**src/rtl/tank_gfx_pkg.sv**
```systemverilog
// tank_gfx_pkg
//   Shared definitions for the sprite line engine.
//   - Bit positions of the fields in a 32-bit OAM word.
//   - The default tile size. The atlas is 8x8 tiles, so each atlas
//     coordinate is clog2(8*TILE) bits wide.
//   - The per-slot storage record and the scan FSM state type.
package tank_gfx_pkg;

    localparam int OAM_EN_BIT  = 28;
    localparam int OAM_X_MSB   = 27;
    localparam int OAM_X_LSB   = 18;
    localparam int OAM_Y_MSB   = 17;
    localparam int OAM_Y_LSB   = 8;
    localparam int OAM_ROW_MSB = 7;
    localparam int OAM_ROW_LSB = 5;
    localparam int OAM_COL_MSB = 4;
    localparam int OAM_COL_LSB = 2;

    localparam int DEF_TILE_W  = 8;
    localparam int DEF_TILE_H  = 8;
    localparam int SPR_COORD_W = $clog2(8 * DEF_TILE_W);

    // One latched sprite for the upcoming line. rom_y already folds in the
    // atlas row and the sprite-relative line offset.
    typedef struct packed {
        logic                   valid;
        logic [9:0]             sx;
        logic [SPR_COORD_W-1:0] rom_y;
        logic [2:0]             col;
    } sprite_slot_t;

    typedef enum logic [1:0] {
        IDLE,
        SCAN,
        DRAIN
    } scan_state_t;

endpackage

```
**src/rtl/sprite_slot_match.sv**
```systemverilog
// sprite_slot_match
//   Horizontal hit test and atlas x-coordinate for one sprite slot.
//   Ports:
//     valid  in   slot holds a sprite for this line
//     sx     in   sprite left edge
//     col    in   atlas column of the sprite tile
//     x      in   current pixel x
//     hit    out  valid && sx <= x < sx+TILE_W (11-bit compare, no wrap)
//     rom_x  out  col*TILE_W + (x - sx); meaningful only when hit=1
module sprite_slot_match
    import tank_gfx_pkg::*;
#(
    parameter int TILE_W = DEF_TILE_W,
    parameter int CW     = SPR_COORD_W
) (
    input  logic          valid,
    input  logic [9:0]    sx,
    input  logic [2:0]    col,
    input  logic [9:0]    x,
    output logic          hit,
    output logic [CW-1:0] rom_x
);

    logic [10:0]   x_ext;
    logic [10:0]   sx_ext;
    logic [CW-1:0] dx;

    assign x_ext  = {1'b0, x};
    assign sx_ext = {1'b0, sx};
    assign hit    = valid && (sx_ext <= x_ext) && (x_ext < sx_ext + 11'(TILE_W));

    // On a hit x-sx is below TILE_W, so the low CW bits give the exact offset.
    assign dx    = x[CW-1:0] - sx[CW-1:0];
    assign rom_x = CW'(col) * CW'(TILE_W) + dx;

endmodule

```
**src/rtl/sprite_line_engine.sv**
```systemverilog
// sprite_line_engine
//   Per-scanline sprite engine. In hblank it walks all OAM entries and latches
//   up to SLOTS sprites that cross the next line. In active video it picks the
//   lowest-index slot covering x, fetches that pixel from the atlas ROM and
//   emits a colour-keyed pixel three clock edges after x was presented.
//   Ports:
//     clk, reset            pixel clock, asynchronous active-high reset
//     line_start, line_y    hblank pulse and y of the next visible line
//     video_on, x           active-video qualifier and current pixel x
//     oam_addr, oam_rdata   OAM read port (1-cycle synchronous read)
//     rom_addr, rom_data    atlas ROM {rom_y, rom_x}, 1-cycle latency
//     sprite_on, color      opaque sprite pixel and its colour
//     overflow              more than SLOTS sprites hit this line (sticky)
//     scan_busy             a scan is in progress
module sprite_line_engine
    import tank_gfx_pkg::*;
#(
    parameter int          OAM_DEPTH = 16,
    parameter int          SLOTS     = 4,
    parameter int          TILE_W    = DEF_TILE_W,
    parameter int          TILE_H    = DEF_TILE_H,
    parameter logic [11:0] COLOR_KEY = 12'hF0F
) (
    input  logic                              clk,
    input  logic                              reset,
    input  logic                              line_start,
    input  logic [9:0]                        line_y,
    input  logic                              video_on,
    input  logic [9:0]                        x,
    output logic [$clog2(OAM_DEPTH)-1:0]      oam_addr,
    input  logic [31:0]                       oam_rdata,
    output logic [2*$clog2(8*TILE_W)-1:0]     rom_addr,
    input  logic [11:0]                       rom_data,
    output logic                              sprite_on,
    output logic [11:0]                       color,
    output logic                              overflow,
    output logic                              scan_busy
);

    localparam int                OAM_AW   = $clog2(OAM_DEPTH);
    localparam int                CW       = $clog2(8 * TILE_W);
    localparam int                SLOT_IW  = (SLOTS > 1) ? $clog2(SLOTS) : 1;
    localparam logic [OAM_AW-1:0] OAM_LAST = OAM_AW'(OAM_DEPTH - 1);

    scan_state_t  state;
    logic [9:0]   line_y_q;
    sprite_slot_t slots [SLOTS];

    // OAM word fields for the entry addressed on the previous cycle.
    logic       ent_en;
    logic [9:0] ent_x;
    logic [9:0] ent_y;
    logic [2:0] ent_row;
    logic [2:0] ent_col;
    logic       unused_oam_bits;

    assign ent_en          = oam_rdata[OAM_EN_BIT];
    assign ent_x           = oam_rdata[OAM_X_MSB:OAM_X_LSB];
    assign ent_y           = oam_rdata[OAM_Y_MSB:OAM_Y_LSB];
    assign ent_row         = oam_rdata[OAM_ROW_MSB:OAM_ROW_LSB];
    assign ent_col         = oam_rdata[OAM_COL_MSB:OAM_COL_LSB];
    assign unused_oam_bits = &{1'b0, oam_rdata[31:29], oam_rdata[1:0]};

    // Vertical accept test, widened to 11 bits so sprites near y=1023 do not
    // wrap around onto the top lines.
    logic [10:0]   ly_ext;
    logic [10:0]   sy_ext;
    logic [CW-1:0] dy;
    logic [CW-1:0] ent_rom_y;
    logic          ent_hit;
    logic          eval_en;

    assign ly_ext    = {1'b0, line_y_q};
    assign sy_ext    = {1'b0, ent_y};
    assign ent_hit   = ent_en && (sy_ext <= ly_ext) && (ly_ext < sy_ext + 11'(TILE_H));
    assign dy        = line_y_q[CW-1:0] - ent_y[CW-1:0];
    assign ent_rom_y = CW'(ent_row) * CW'(TILE_H) + dy;

    // Data is one cycle behind the address: nothing to evaluate on the first
    // SCAN cycle, and DRAIN exists only to evaluate the last entry.
    assign eval_en = ((state == SCAN) && (oam_addr != '0)) || (state == DRAIN);

    // Lowest free slot; slots fill in OAM order so a free slot is always above
    // every occupied one.
    logic               free_found;
    logic [SLOT_IW-1:0] free_idx;

    always_comb begin
        free_found = 1'b0;
        free_idx   = '0;
        for (int i = SLOTS - 1; i >= 0; i--) begin
            if (!slots[i].valid) begin
                free_found = 1'b1;
                free_idx   = SLOT_IW'(i);
            end
        end
    end

    // Scan FSM. line_start wins over everything so a late pulse restarts the
    // scan with no partially filled slots left behind.
    always_ff @(posedge clk or posedge reset) begin
        if (reset) begin
            state     <= IDLE;
            scan_busy <= 1'b0;
            oam_addr  <= '0;
            line_y_q  <= '0;
            overflow  <= 1'b0;
            for (int i = 0; i < SLOTS; i++) begin
                slots[i] <= '0;
            end
        end else if (line_start) begin
            state     <= SCAN;
            scan_busy <= 1'b1;
            oam_addr  <= '0;
            line_y_q  <= line_y;
            overflow  <= 1'b0;
            for (int i = 0; i < SLOTS; i++) begin
                slots[i].valid <= 1'b0;
            end
        end else begin
            case (state)
                IDLE: begin
                end
                SCAN: begin
                    if (oam_addr == OAM_LAST) begin
                        state <= DRAIN;
                    end else begin
                        oam_addr <= oam_addr + 1'b1;
                    end
                end
                DRAIN: begin
                    state     <= IDLE;
                    scan_busy <= 1'b0;
                end
                default: begin
                    state     <= IDLE;
                    scan_busy <= 1'b0;
                end
            endcase

            if (eval_en && ent_hit) begin
                if (free_found) begin
                    slots[free_idx] <= '{valid: 1'b1, sx: ent_x, rom_y: ent_rom_y, col: ent_col};
                end else begin
                    overflow <= 1'b1;
                end
            end
        end
    end

    // Per-slot horizontal match.
    logic [SLOTS-1:0] slot_hit;
    logic [CW-1:0]    slot_rom_x [SLOTS];

    for (genvar g = 0; g < SLOTS; g++) begin : g_slot
        sprite_slot_match #(
            .TILE_W (TILE_W),
            .CW     (CW)
        ) u_match (
            .valid (slots[g].valid),
            .sx    (slots[g].sx),
            .col   (slots[g].col),
            .x     (x),
            .hit   (slot_hit[g]),
            .rom_x (slot_rom_x[g])
        );
    end

    // Fixed priority: lowest slot index wins. Only the winner is fetched, so a
    // transparent winner hides any sprite behind it.
    logic               win_found;
    logic [SLOT_IW-1:0] win_idx;
    logic               pix_gate;
    logic               hit_q;
    logic               hit_d;
    logic               opaque;

    always_comb begin
        win_found = 1'b0;
        win_idx   = '0;
        for (int i = SLOTS - 1; i >= 0; i--) begin
            if (slot_hit[i]) begin
                win_found = 1'b1;
                win_idx   = SLOT_IW'(i);
            end
        end
    end

    // Slots are being rewritten while a scan runs, so pixels are ignored then.
    assign pix_gate = video_on && !scan_busy;
    assign opaque   = hit_d && (rom_data != COLOR_KEY);

    // Three-stage pixel pipeline: address, ROM access, colour key.
    always_ff @(posedge clk or posedge reset) begin
        if (reset) begin
            hit_q     <= 1'b0;
            hit_d     <= 1'b0;
            rom_addr  <= '0;
            sprite_on <= 1'b0;
            color     <= 12'h000;
        end else begin
            hit_q <= pix_gate && win_found;
            if (pix_gate && win_found) begin
                rom_addr <= {slots[win_idx].rom_y, slot_rom_x[win_idx]};
            end
            hit_d     <= hit_q;
            sprite_on <= opaque;
            color     <= opaque ? rom_data : 12'h000;
        end
    end

endmodule

```
**config.mk**
```make
export PLATFORM = sky130hd
export DESIGN_NAME = sprite_line_engine
export DESIGN_NICKNAME = d
export VERILOG_FILES = /design/src/rtl/tank_gfx_pkg.sv /design/src/rtl/sprite_slot_match.sv /design/src/rtl/sprite_line_engine.sv
export SDC_FILE = /design/constraint.sdc
export NUM_CORES = 1
export LEC_CHECK = 0
export CORE_MARGIN = 5
export CORE_UTILIZATION = 40
export CTS_BUF_LIST = sky130_fd_sc_hd__clkbuf_2
export CTS_CLUSTER_SIZE = 25
export DETAILED_ROUTE_END_ITERATION = 8
export DONT_BUFFER_PORTS = 1
export GPL_ROUTABILITY_DRIVEN = 0
export GPL_TIMING_DRIVEN = 0
export PLACE_DENSITY = 0.56
export SLEW_MARGIN = 0
export SYNTH_ARGS = -nofsm -noshare
export SYNTH_HDL_FRONTEND = slang
export SYNTH_SLANG_ARGS = --single-unit
export TNS_END_PERCENT = 20
```
**constraint.sdc**
```tcl
create_clock -name clk -period 10.5 [get_ports clk]
set_input_delay 2.1 -clock clk [delete_from_list [all_inputs] [get_ports clk]]
set_output_delay 2.1 -clock clk [all_outputs]
set_load 0.01 [all_outputs]
```
==> flow_metrics.env <==
export IMPL_yosysMostFrequentCell="ha_1"
export IMPL_clock_path_buffers=2
export IMPL_synthTopCellsByCount="ha_1 (127), dfrtp_1 (125), inv_1 (102), mux2_2 (63), nand2_1 (35)"
export IMPL_hp_class="flip-flop to flip-flop"
export IMPL_core_sq_um=21800
export IMPL_p_sw_mw=0.559
export IMPL_dieArea_sq_um=25100
export IMPL_clkSinkCount=125
export IMPL_yosysSeqAreaShare_pct=35.5
export IMPL_rsz0062_at_grt="no"
export IMPL_cts_resized=0
export IMPL_critPathSlowestCell="a221oi_1"
export IMPL_initialDrtViolationCount=390
export IMPL_synthFlopType="dfrtp_1"
export IMPL_crit_start="x[3]"
export IMPL_path_common_cell="o21ai_1"
export IMPL_grt_pass1_vias=6183
export IMPL_rows=54
export IMPL_muxShareOfSynthArea_pct=10.1
export IMPL_leakagePower_nw=4.56
export IMPL_power_share_sequential_pct=43.9
export IMPL_grt_max_degree=70
export IMPL_critPathTopFamily="compound AO/OA/AOI/OAI gates"
export IMPL_hold_viol=0
export IMPL_syn_area_per_cell_sq_um=10.6
export IMPL_arrival_ns=5.04
export IMPL_yosysTopAreaCell="dfrtp_1"
export IMPL_numCtsBuffers=17
export IMPL_synth_seq_cells=125
export IMPL_antenna_found_initial=1
export IMPL_synth_top_family_by_area="adder cells"
export IMPL_clkTransAtPathRegs_ns=0.19
export IMPL_ctsRootBufferMaster="clkbuf_2"
export IMPL_reg2reg_depth=13
export IMPL_die_x_um=158
export IMPL_maxCapViolCount=0
export IMPL_dp_hpwl_mm=17.7
export IMPL_cts_tree="done"
export IMPL_endpoint="rom_addr[6]"
export IMPL_p_sw_share_pct=39.6
export IMPL_vias=6241
export IMPL_chipHeight_um=158
export IMPL_ctsHtreeMaxLevel=4
export IMPL_insertion_delay_ns=0.75
export IMPL_overflow=0
export IMPL_r2r_start="slots[12]"
export IMPL_start_util_pct=40.4
export IMPL_synth_area_sq_um=8800
export IMPL_post_cts_repair_setup_buffers=0
export IMPL_postLayoutCellArea_sq_um=9380
export IMPL_rrSetupSlack_ns=6.80
export IMPL_via_per_inst=5.46
export IMPL_cp_required_ns=11.10
export IMPL_comb_power_share_pct=36.4
export IMPL_io_pins=99
export IMPL_cp_max_fo=10
export IMPL_syn_to_final_growth_pct=6.63
export IMPL_synth_async_reset_ratio_pct=100
export IMPL_fin_skew_ns=0.0481
export IMPL_finalSetupViolCount=0
export IMPL_crit_type="primary input to flip-flop"
export IMPL_synth_top_area_share_pct=35.5
export IMPL_io_buffer_count=0
export IMPL_antenna_left=0
export IMPL_routedWlPerCell_um=19.9
export IMPL_fin_nets=1065
export IMPL_path_cells="inv_1 > ha_1 > a21oi_1 > o21ai_1 > a2111o_1 > a221oi_1 > nor2_1 > a31o_1 > buf_6 > a222oi_1 > o21ai_1"
export IMPL_synth_compound_area_share_pct=11.5
export IMPL_setup_tns_ns=0
export IMPL_hp_start="hit_q"
export IMPL_crit_path_max_incr_delay_ns=0.57
export IMPL_synth_simple_area_share_pct=9.67
export IMPL_ctsHoldBuffers=0
export IMPL_routed_wl_mm=22.8
export IMPL_period_share_pct=42.3
export IMPL_path_buf_inv=2
export IMPL_grt_pass1_wl_mm=35.6
export IMPL_synth_xor_area_share_pct=5.37
export IMPL_max_freq_mhz=225
export IMPL_fin_crit_ns=4.44
export IMPL_outcome="completed"
export IMPL_synth_area_leaders="dfrtp_1 (36%), ha_1 (18%), mux2_2 (8.1%)"
export IMPL_syn_instance_count=830
export IMPL_syn_num_nets=1045
export IMPL_power_density_nw_per_um2=150
export IMPL_synth_cell_types=59
export IMPL_final_layout_size_suffix_gt1_share_pct=13.3
export IMPL_yosysWarnings=0
export IMPL_synth_edf_count=0
export IMPL_slew_headroom_pct=32.1
export IMPL_cell_internal_pwr_mw=0.853
export IMPL_synthAdderAreaFrac_pct=22.6
export IMPL_slew_viol_final=0
export IMPL_worst_setup_path_start_kind="primary input"
export IMPL_vdd_drop_max_mv=0.0640
export IMPL_reg2reg_to="rom_addr[6]"
export IMPL_drcViolationCount=0
export IMPL_post_dp_cell_area_sq_um=9180
export IMPL_track_usage_pct=18.8
export IMPL_path_depth=11
export IMPL_critPathCaptureType="flip-flop"
export IMPL_worst_pin_slew_ns=1.02
export IMPL_clkPwrFrac_pct=19.7
export IMPL_drtPass1Iterations=5
## power by group through the flow
stage          combinational (mW)  sequential, mW  clock [mW]
2_1_floorplan               0.399           0.599           0
6_report                    0.513           0.620       0.279
5_1_grt                     0.584           0.630       0.311
4_1_cts                     0.518           0.619       0.293
3_5_place_dp                0.514           0.629           0
3_3_place_gp                0.505           0.627           0
## registers in the layout, indices dropped and copies added, names as in the netlist, 2 cells and up
signal	count
slots	80
color	12
rom_addr	12
line_y_q	10
oam_addr	4
state	2
## metrics by stage
step	cells	power (mW)	util [%]	worst slack, ns	hold slack, ns
floorplan	830	0.998	-	5.07	0.331
global placement	1110	1.13	42.1	3.47	0.332
detailed placement	1111	1.14	42.2	5.27	0.343
CTS	1143	1.43	43.1	6.07	0.387
global route	1144	1.53	43.1	5.88	0.397
finish	1144	1.41	43.1	6.06	0.376
## cells in the final DEF, fill, tap and decap left out, types with 3 or more instances in the layout
cell type	synthesis	final
a211oi_1	7	7
a21o_1	19	19
a21oi_1	34	34
a222oi_1	9	9
a22o_1	4	4
a22oi_1	10	10
and2_1	15	15
and3_1	10	10
and4_1	4	4
buf_2	3	3
clkbuf_1	9	9
clkbuf_2	0	17
clkinv_1	0	3
clkinvlp_4	0	4
dfrtp_1	125	125
fa_1	20	20
ha_1	127	127
inv_1	102	101
inv_6	0	5
mux2_2	63	63
mux2_4	9	9
mux2i_1	4	4
nand2_1	35	35
nand2b_1	5	5
nand3_1	22	22
nand4_1	15	15
nor2_1	28	28
nor2b_1	5	5
nor3_1	8	8
o211ai_1	4	4
o21ai_0	34	34
o21ai_1	10	10
xnor2_1	28	28
xor2_1	26	26
## worst register-to-register path, cell delays in order, from the launching register on
cell,delay [ns]
dfrtp_1,0.55
ha_1,0.28
and3_1,0.21
xnor2_1,0.13
ha_1,0.20
a22o_1,0.23
nor4_1,0.21
o21ai_0,0.14
a221oi_1,0.60
nor2_1,0.14
a31o_1,0.27
buf_6,0.17
a222oi_1,0.34
o21ai_1,0.10
## cell families (layout without fill, tap and decap cells)
family                     Yosys count  count (layout)
muxes                               76              76
adders and majority gates          147             147
AOI/OAI and AO/OA                  152             152
DFF                                125             125
xor gates and xnor gates            54              54
buffers and inverters              117             150
and+or+nand+nor                    159             159
other                                0               1
## per-layer routing
layer	routed length, um	vias up	global-route usage, %
li1	-	2975	-
met1	10100	3044	25.6
met2	10500	195	29.6
met3	1690	27	5.11
met4	421	0	5.36
met5	0	-	0
## area by class of cell
cell class,instances,area [sq um]
buffer,15,78.8
inverter,102,388
tap,280,350
fill,2128,12400
sequential,125,3130
multi-input combinational,588,5210
timing repair buffer,1,27.5
antenna,1,2.50
clock inverter,15,113
clock buffer,17,85.1
## how the worst min path moves through the flow
stage	depth (start not counted)	to	slack, ns
after detailed placement	0	hit_d	0.34
after floorplan	0	hit_d	0.33
after global placement	0	hit_d	0.33
after CTS	0	hit_d	0.39
after global routing	0	hit_d	0.40
final	0	hit_d	0.38
(Power assumes the default switching activity.)
